**config.mk**
```make
export PLATFORM = sky130hd
export DESIGN_NAME = zx81_kbd_scheduler
export DESIGN_NICKNAME = d
export VERILOG_FILES = /design/src/rtl/zx81_kbd_scheduler.sv
export SDC_FILE = /design/constraint.sdc
export NUM_CORES = 1
export LEC_CHECK = 0
export ABC_AREA = 0
export CORE_ASPECT_RATIO = 1.1
export CORE_MARGIN = 8
export CORE_UTILIZATION = 60
export DETAILED_ROUTE_END_ITERATION = 12
export DONT_BUFFER_PORTS = 1
export PLACE_DENSITY = 0.88
export SKIP_CTS_REPAIR_TIMING = 1
export SYNTH_ARGS = -nofsm -noshare
export SYNTH_HDL_FRONTEND = slang
export SYNTH_SLANG_ARGS = --single-unit
```
**constraint.sdc**
```tcl
create_clock -name clk_sys -period 3.1 [get_ports clk_sys]
set_input_delay 0.62 -clock clk_sys [delete_from_list [all_inputs] [get_ports clk_sys]]
set_output_delay 0.62 -clock clk_sys [all_outputs]
set_load 0.005 [all_outputs]
```
**src/rtl/zx81_kbd_scheduler.sv**
```systemverilog
// ----------------------------------------------------------------------------
// zx81_kbd_scheduler
//
// Turns PS/2 key events into the ZX81 8x5 keyboard matrix. Every event is
// queued. A matrix change is then held for HOLD_CYCLES clk_sys cycles before
// the next event is applied. This guarantees that the ROM's once-per-frame
// scan sees every press and every release.
//
// Ports
//   clk_sys    in   system clock
//   reset_n    in   asynchronous active-low reset
//   ps2_key    in   [10] event toggle, [9] pressed, [8] E0-extended,
//                   [7:0] set-2 scancode
//   row_sel_n  in   active-low row select (CPU A8..A15)
//   cols_n     out  active-low column data (combinational)
//   overflow   out  sticky: an event was dropped because the queue was full
//   busy       out  queue non-empty or scheduler not idle
// ----------------------------------------------------------------------------
module zx81_kbd_scheduler #(
   parameter int unsigned DEPTH       = 8,       // power of 2, >= 2
   parameter int unsigned HOLD_CYCLES = 520000   // >= 1, fits in 20 bits
) (
   input  logic        clk_sys,
   input  logic        reset_n,
   input  logic [10:0] ps2_key,
   input  logic [7:0]  row_sel_n,
   output logic [4:0]  cols_n,
   output logic        overflow,
   output logic        busy
);

   localparam int unsigned PTR_W  = $clog2(DEPTH);
   localparam int unsigned CNT_W  = PTR_W + 1;
   localparam int unsigned HOLD_W = 20;
   localparam logic [HOLD_W-1:0] HOLD_LOAD = HOLD_W'(HOLD_CYCLES - 1);

   typedef enum logic [1:0] {S_IDLE, S_APPLY, S_HOLD} state_t;
   typedef enum logic [2:0] {K_NONE, K_MATRIX, K_LSHIFT, K_RSHIFT, K_BKSP} kind_t;
   typedef struct packed {
      kind_t      kind;
      logic [2:0] row;
      logic [2:0] col;
   } key_dec_t;

   function automatic key_dec_t mk(input logic [2:0] r, input logic [2:0] c);
      mk = '{kind: K_MATRIX, row: r, col: c};
   endfunction

   // Set-2 scancode to matrix position. The SHIFT position (row0 col0) is fed
   // only by the shift and backspace flags, never by a direct key.
   function automatic key_dec_t decode(input logic [7:0] code);
      decode = '{kind: K_NONE, row: 3'd0, col: 3'd0};
      case (code)
         8'h12: decode.kind = K_LSHIFT;
         8'h59: decode.kind = K_RSHIFT;
         8'h66: decode.kind = K_BKSP;
         8'h1A: decode = mk(3'd0, 3'd1);  8'h22: decode = mk(3'd0, 3'd2);
         8'h21: decode = mk(3'd0, 3'd3);  8'h2A: decode = mk(3'd0, 3'd4);
         8'h1C: decode = mk(3'd1, 3'd0);  8'h1B: decode = mk(3'd1, 3'd1);
         8'h23: decode = mk(3'd1, 3'd2);  8'h2B: decode = mk(3'd1, 3'd3);
         8'h34: decode = mk(3'd1, 3'd4);
         8'h15: decode = mk(3'd2, 3'd0);  8'h1D: decode = mk(3'd2, 3'd1);
         8'h24: decode = mk(3'd2, 3'd2);  8'h2D: decode = mk(3'd2, 3'd3);
         8'h2C: decode = mk(3'd2, 3'd4);
         8'h16: decode = mk(3'd3, 3'd0);  8'h1E: decode = mk(3'd3, 3'd1);
         8'h26: decode = mk(3'd3, 3'd2);  8'h25: decode = mk(3'd3, 3'd3);
         8'h2E: decode = mk(3'd3, 3'd4);
         8'h45: decode = mk(3'd4, 3'd0);  8'h46: decode = mk(3'd4, 3'd1);
         8'h3E: decode = mk(3'd4, 3'd2);  8'h3D: decode = mk(3'd4, 3'd3);
         8'h36: decode = mk(3'd4, 3'd4);
         8'h4D: decode = mk(3'd5, 3'd0);  8'h44: decode = mk(3'd5, 3'd1);
         8'h43: decode = mk(3'd5, 3'd2);  8'h3C: decode = mk(3'd5, 3'd3);
         8'h35: decode = mk(3'd5, 3'd4);
         8'h5A: decode = mk(3'd6, 3'd0);  8'h4B: decode = mk(3'd6, 3'd1);
         8'h42: decode = mk(3'd6, 3'd2);  8'h3B: decode = mk(3'd6, 3'd3);
         8'h33: decode = mk(3'd6, 3'd4);
         8'h29: decode = mk(3'd7, 3'd0);  8'h49: decode = mk(3'd7, 3'd1);
         8'h3A: decode = mk(3'd7, 3'd2);  8'h31: decode = mk(3'd7, 3'd3);
         8'h32: decode = mk(3'd7, 3'd4);
         default: ;
      endcase
   endfunction

   // ---------------------------------------------------------------- toggle
   logic       armed_q, prev_tog_q, pend_q;
   logic [9:0] pend_ev_q;

   // The first edge after reset only captures the toggle level. Whatever
   // level ps2_key[10] holds at reset release is therefore not an event.
   // NOTE: sequential state uses non-blocking assignments only; blocking ones
   // here would make the result depend on the order in which blocks evaluate.
   always_ff @(posedge clk_sys or negedge reset_n) begin
      if (!reset_n) begin
         armed_q    <= 1'b0;
         prev_tog_q <= 1'b0;
         pend_q     <= 1'b0;
         pend_ev_q  <= '0;
      end else begin
         armed_q    <= 1'b1;
         prev_tog_q <= ps2_key[10];
         pend_q     <= armed_q && (ps2_key[10] != prev_tog_q);
         if (armed_q && (ps2_key[10] != prev_tog_q)) pend_ev_q <= ps2_key[9:0];
      end
   end

   // ------------------------------------------------------------------ FIFO
   logic [9:0]       mem_q [DEPTH];
   logic [PTR_W-1:0] wr_ptr_q, rd_ptr_q;
   logic [CNT_W-1:0] count_q;
   logic             overflow_q, fifo_empty, fifo_full, push, pop;

   assign fifo_empty = (count_q == '0);
   assign fifo_full  = (count_q == CNT_W'(DEPTH));
   // A pop in the same cycle frees a slot, so a push into a full queue is
   // still accepted.
   assign push = pend_q && (!fifo_full || pop);

   // NOTE: queue storage carries no reset; the pointers and count define which
   // entries are valid, so clearing the array would only add reset fan-out.
   always_ff @(posedge clk_sys) begin
      if (push) mem_q[wr_ptr_q] <= pend_ev_q;
   end

   always_ff @(posedge clk_sys or negedge reset_n) begin
      if (!reset_n) begin
         wr_ptr_q   <= '0;
         rd_ptr_q   <= '0;
         count_q    <= '0;
         overflow_q <= 1'b0;
      end else begin
         if (push) wr_ptr_q <= wr_ptr_q + PTR_W'(1);
         if (pop)  rd_ptr_q <= rd_ptr_q + PTR_W'(1);
         case ({push, pop})
            2'b10:   count_q <= count_q + CNT_W'(1);
            2'b01:   count_q <= count_q - CNT_W'(1);
            default: ;
         endcase
         if (pend_q && !push) overflow_q <= 1'b1;
      end
   end

   // ------------------------------------------------------------- scheduler
   state_t            state_q, state_d;
   logic [HOLD_W-1:0] hold_q, hold_d;
   logic [9:0]        ev_q, ev_d;
   logic [7:0][4:0]   key_q, key_d;
   logic              lshift_q, lshift_d, rshift_q, rshift_d, bksp_q, bksp_d;
   key_dec_t          dec;

   // NOTE: every variable driven here gets a default first, so no path can
   // leave one unassigned and infer a latch.
   always_comb begin
      state_d  = state_q;
      hold_d   = hold_q;
      ev_d     = ev_q;
      key_d    = key_q;
      lshift_d = lshift_q;
      rshift_d = rshift_q;
      bksp_d   = bksp_q;
      pop      = 1'b0;
      dec      = decode(ev_q[7:0]);
      unique case (state_q)
         S_IDLE: begin
            if (!fifo_empty) begin
               pop     = 1'b1;
               ev_d    = mem_q[rd_ptr_q];
               state_d = S_APPLY;
            end
         end
         S_APPLY: begin
            // Extended and unmapped codes are consumed without a hold period.
            state_d = S_IDLE;
            if (!ev_q[8] && dec.kind != K_NONE) begin
               state_d = S_HOLD;
               hold_d  = HOLD_LOAD;
               case (dec.kind)
                  K_LSHIFT: lshift_d = ev_q[9];
                  K_RSHIFT: rshift_d = ev_q[9];
                  K_BKSP:   bksp_d   = ev_q[9];
                  K_MATRIX: begin
                     for (int r = 0; r < 8; r++)
                        for (int c = 0; c < 5; c++)
                           if (dec.row == 3'(r) && dec.col == 3'(c)) key_d[r][c] = ev_q[9];
                  end
                  default: ;
               endcase
            end
         end
         S_HOLD: begin
            if (hold_q == '0) state_d = S_IDLE;
            else              hold_d  = hold_q - HOLD_W'(1);
         end
         default: state_d = S_IDLE;
      endcase
   end

   always_ff @(posedge clk_sys or negedge reset_n) begin
      if (!reset_n) begin
         state_q  <= S_IDLE;
         hold_q   <= '0;
         ev_q     <= '0;
         key_q    <= '0;
         lshift_q <= 1'b0;
         rshift_q <= 1'b0;
         bksp_q   <= 1'b0;
      end else begin
         state_q  <= state_d;
         hold_q   <= hold_d;
         ev_q     <= ev_d;
         key_q    <= key_d;
         lshift_q <= lshift_d;
         rshift_q <= rshift_d;
         bksp_q   <= bksp_d;
      end
   end

   // ---------------------------------------------------------------- matrix
   logic [7:0][4:0] eff;
   logic [4:0]      col_or;

   // Backspace is reported as SHIFT + "0".
   always_comb begin
      eff       = key_q;
      eff[0][0] = key_q[0][0] | lshift_q | rshift_q | bksp_q;
      eff[4][0] = key_q[4][0] | bksp_q;
      col_or    = '0;
      for (int r = 0; r < 8; r++)
         if (!row_sel_n[r]) col_or = col_or | eff[r];
   end

   assign cols_n   = ~col_or;
   assign overflow = overflow_q;
   assign busy     = !fifo_empty || (state_q != S_IDLE);

endmodule

```
Word-level counts from Yosys, hierarchy flattened --
Memory sizes are Yosys's and may differ from the RTL's. A register that Yosys moved wholly into a read port is not among the register bits. Index checks and enable logic that the tools add are counted. W data, S select, Z words.
Storage, ports and cells: bits of input ports 21, output and inout bits 7, bits in writable memories 80, bits in registers 89, memories 1
Memories:
- mem_q | depth 8, width 10, rd ports 1, clocked after Yosys merged registers in 1, write ports 1, line 107 | logic [9:0] mem_q [DEPTH];
Operators by class: reduce and logical (&&, ||, !) cells 107, equality and inequality tests 67, $add $sub $neg 5, mux-type cells 22, bitwise operators 13
Operators by type and width (count):
- $pmux W6 S39 | 1
- $eq A8 B6 Y1 const B | 23
- $reduce_and A4 Y1 | 40
- $eq A8 B7 Y1 const B | 11
- $eq A8 B5 Y1 const B | 8
- $logic_and A1 B1 Y1 | 44
- $mux W20 | 2
- $mux W5 | 8
- $pmux W20 S2 | 1
- $reduce_or A39 Y1 | 1
- $or A5 B5 Y5 | 7
- $logic_not A20 Y1 | 1
- $sub A20 B1 Y20 const B | 1
- $eq A3 B2 Y1 const B | 6
- $eq A3 B3 Y1 const B | 6
- $pmux W3 S4 | 1
- $reduce_and A3 Y1 | 4
- $eq A3 B1 Y1 const B | 3
- $ne A2 B2 Y1 const B | 4
- $pmux W4 S2 | 1
- $add A3 B1 Y3 const B | 2
- $logic_not A3 Y1 | 2
- $mux W2 | 3
- $pmux W2 S3 | 1
- 17 further kinds | 33

Longest topological paths before layout --
word-level depth 19, depth in mapped cells 11, gate-level depth less buffers 11

Worst setup path after synthesis --
OpenSTA, ideal clock, no wires.
path kind reg2reg, start register ev_q[5], read port of mem_q, end register key_q, in the netlist eff[30], period minus slack after synthesis 2.546 ns, setup slack 0.554 ns, arrival time 2.427 ns, cell stages (with the launch flop) 9, library setup time 0.120 ns, cells stage by stage dfrtp_1 -> buf_6 -> or4b_4 -> and3_1 -> a211o_1 -> o221ai_4 -> nor4b_4 -> a21oi_1 -> a31o_1
On the way: longest elaborated chain between the ends 6
Ends and longest elaborated chain:
- from (decl) | line 145 | logic [9:0] ev_q, ev_d;
- $eq A8 B6 Y1 (tied with other cells) | line 53 | case (code)
- $reduce_or A39 Y1 (no line)
- $pmux W3 S4 | line 53
- $reduce_bool A3 Y1 | line 173 | if (!ev_q[8] && dec.kind != K_NONE) begin
- $logic_and A1 B1 Y1 | line 173
- $reduce_and A4 Y1 (no line) (*)
- to (signal assigned) | line 210 | key_q <= key_d;
- to (decl) | line 146 | logic [7:0][4:0] key_q, key_d;
Mark *: on every way between the ends. The rest lies on a longest branch, timed or not. A chain may end at the register's enable or synchronous reset.

Final worst setup path --
start register ev_q[4], read port of mem_q, end register key_q, in the netlist eff[33]
Same word-level chain as after synthesis.

==> impl_summary.txt <==
----------------------------------------------------
[STA]
  Unrepaired setup endpoints after global routing ... no
  Final setup violation count ... 0
  Fin Setup TNS ... 0 ns
  Clock period minus worst slack ... around 2.9 ns
  Number of hold violations in the final report ... 0
  Final number of max-transition violations ... 0
  Final critical-path share of the clock period ... between 90% and 100%
  Final hold slack ... ~0.097 ns
  Clock skew ... 0.00865 ns
  Setup ws final ... roughly 0.2 ns
  Top achievable clock speed ... 345 MHz
  Slew @ Worst Pin ... roughly 1.2 ns
  Slew HR ... 19.5%

[Worst setup path]
  Highest-delay cell along the critical path ... sky130_fd_sc_hd__or4b_4
  Worst EP required ... roughly 3.4 ns
  Arrival time of the worst setup path ... 3.22 ns
  Critical path, cell by cell ... buf_4 -> or4b_4 -> and3_1 -> a211o_1 -> o221ai_4 -> nor4b_4 -> buf_4 -> a21oi_1 -> a31o_1
  Crit path capture type ... register
  Reg-to-reg critical path startpoint ... ev_q[4]
  Slack of the worst reg-to-reg path ... about 0.2 ns
  Crit. Startpoint ... ev_q[4]
  Biggest cell delay along the critical path ... ~0.55 ns
  Critical path fanouts, max ... 11
  Type of the worst setup path ... reg -> reg
  Reg2Reg Depth ... 9
  Top cell by count, worst path ... sky130_fd_sc_hd__buf_4
  Capture point of the worst reg-to-reg path ... eff[33]
  Critical path startpoint category ... register

[Detailed routing]
  ANT nets after route ... 0
  Vias after detailed routing ... between 5000 and 6000
  Wire length per cell after detailed routing ... ~20 um
  Final routed DRC violation total ... 0
  Per-cell via count in the routed design ... about 6.2
  Drt pass-1 iters ... 5
  Routed Wire Length ... roughly 19000 um
  Number of DRC markers after the initial detailed-route iteration ... ~440

[Synth]
  Share of async-settable or async-resettable flops after synthesis ... 55.3%
  Sequential share of the synthesized area ... roughly 56%
  Most instantiated flip-flop cell in the synthesis netlist ... sky130_fd_sc_hd__dfrtp_1
  Flip-flop and latch count after synthesis ... approximately 180
  Summed instance area of the synthesized netlist ... 0.00872 mm^2
  Average footprint of a synthesized cell ... around 12 um^2
  Ys Warns ... 0
  Number of nets produced by synthesis ... between 700 and 800
  Count of flip-flops with a built-in enable after synthesis ... 80
  Number of unique standard cell types used by synthesis ... 77
  Number of standard cells after synthesis ... 740

[Die]
  Top-level I/O count ... 28
  Total number of placement rows ... 46
  Die Ht ... about 140 um
  DIE WIDTH ... ~130 um
  Core region area ... ~0.014 mm^2
  Initial core utilization ... 60.8%
  Area of the die ... around 0.019 mm^2

[Global routing]
  Antenna violations before repair ... 0
  Maximum number of pins on one net before global-route repair ... 100
  GR Util All Layers ... 21.8%
  Overall overflow remaining after global route ... 0
  Via count of the first global-routing pass ... approximately 6000
  Global-route wire length before repair ... between 30000 and 40000 um

[Place]
  Sum of net half-perimeters after detailed placement ... between 10000 and 15000 um
  # placed instances ... between 900 and 1000
  Worst slack at placement ... 0.233 ns
  RePlAce Congestion ... about 0.95
  Post-place instance area ... 0.00907 mm^2
  Number of port buffers ... 0

[Layout]
  Leading cell type in the layout, fill and taps excluded ... sky130_fd_sc_hd__nand2_1
  Post-layout util ... between 60% and 70%
  Count of non-filler cells in the finished layout ... just under 1000
  Count of antenna diodes in the layout ... 0
  Fraction of final layout cells sized beyond drive strength 1 ... a little under a fifth
  Fin nets ... between 700 and 800
  Layout Cell Area excl Fill ... roughly 0.0097 mm^2
  Commonest non-fill, non-tap cells in the layout ... sky130_fd_sc_hd__nand2_1, sky130_fd_sc_hd__dfrtp_1, sky130_fd_sc_hd__edfxtp_1
  Area growth from synthesis to layout ... 11.2%
  Total of fill cells in the finished design ... 980

[Pwr]
  Max VDD drop ... 637 uV
  Leak ... between 3 and 4 nW
  Overall power ... ~8.7 mW
  Power per cell area ... 898 mW/mm^2

[Run]
  Count of maximum capacitance violations ... 0

[Clock network]
  Count of H-tree levels built during CTS ... 4
  Clock root buffer ... sky130_fd_sc_hd__clkbuf_16
  Clk pin slew, worst setup/hold paths ... 0.07 ns
  Number of buffers inserted during clock tree synthesis ... 17
  Buffers from clock root to sink, at most ... 2
  Sink count of the clock tree ... 179
  Worst-skew pair later-pin latency ... roughly 0.44 ns
  TritonCTS clock tree ... yes

[Worst hold path]
  Worst hold-check path type ... in -> async

[Run status]
  Run status ... finished, final reports clean

----------------------------------------------------
cell usage after synthesis (all sizes together), types with 7 or more instances:
cell	number	area, um^2
nand2	107	402
dfrtp	99	2480
edfxtp	80	2400
inv	48	180
mux2	30	338
nor2	30	113
a21oi	29	145
o21ai	25	125
buf	22	128
mux4	20	450
o22ai	19	119
nand2b	18	113
nor3	17	95.1
xnor2	17	149
clkbuf	14	53.8
nor4	14	93.8
a31o	13	114
mux2i	12	120
nand3	11	55.1
nor2b	10	62.6
xor2	7	61.3
area by class of cell:
class	count	area, um^2	area share [%]
multi-input combinational	477	3480	35.9
tap	192	240	2.48
timing repair buffer	38	318	3.28
clock buffer	22	477	4.92
inverter	48	180	1.86
sequential	179	4880	50.3
clock inverter	10	123	1.26
logic make-up after synthesis:
| group | synth area share, % |
|---|---|
| AOI/OAI and AO/OA | 9.44 |
| DFF | 56.0 |
| adders and majority gates | 0.947 |
| muxes | 10.4 |
| and+or+nand+nor | 16.6 |
| buffers and inverters | 4.15 |
| xor gates and xnor gates | 2.41 |
| other | 0.0430 |
worst max path at each step:
stage              end  cells past startpoint
4_1_cts        eff[33]                      9
6_report       eff[33]                      9
2_1_floorplan  eff[30]                      8
3_3_place_gp   eff[10]                      8
5_1_grt         eff[2]                      8
3_5_place_dp   eff[32]                      9
state kept, by name, indices dropped and copies added, names as in the netlist:
signal and cells:
lshift_q 1, hold_q 20, wr_ptr_q 3, eff 38, state_q 2, key_q 2
prev_tog_q 1, ev_q 10, rd_ptr_q 3, overflow 1, rshift_q 1, pend_q 1
count_q 4, pend_ev_q 10, armed_q 1, mem_q 80, bksp_q 1
layer usage:
layer  GRT usage [%]  part of all wire [%]  wire [um]
met5               0                     0          0
met4            10.5                   3.5        677
met3            5.17                   5.8       1110
met2            37.7                    52      10000
met1            24.8                    39       7410
power by group:
group / switching (mW) / internal (mW) / leakage (nW)
clock network: 0.897 / 1.27 / 0.299
registers: 0.581 / 2.96 / 1.97
logic: 1.66 / 1.34 / 1.50
total: 3.13 / 5.57 / 3.77
worst max-delay path: cells and delay by family, from the launching register on:
kind	cells	cell delay (ns)
simple gates	3	1.00
compound gates	4	0.87
buf+inv	2	0.43
flops	1	0.50
No activity file was read; power rests on OpenSTA's default activity.
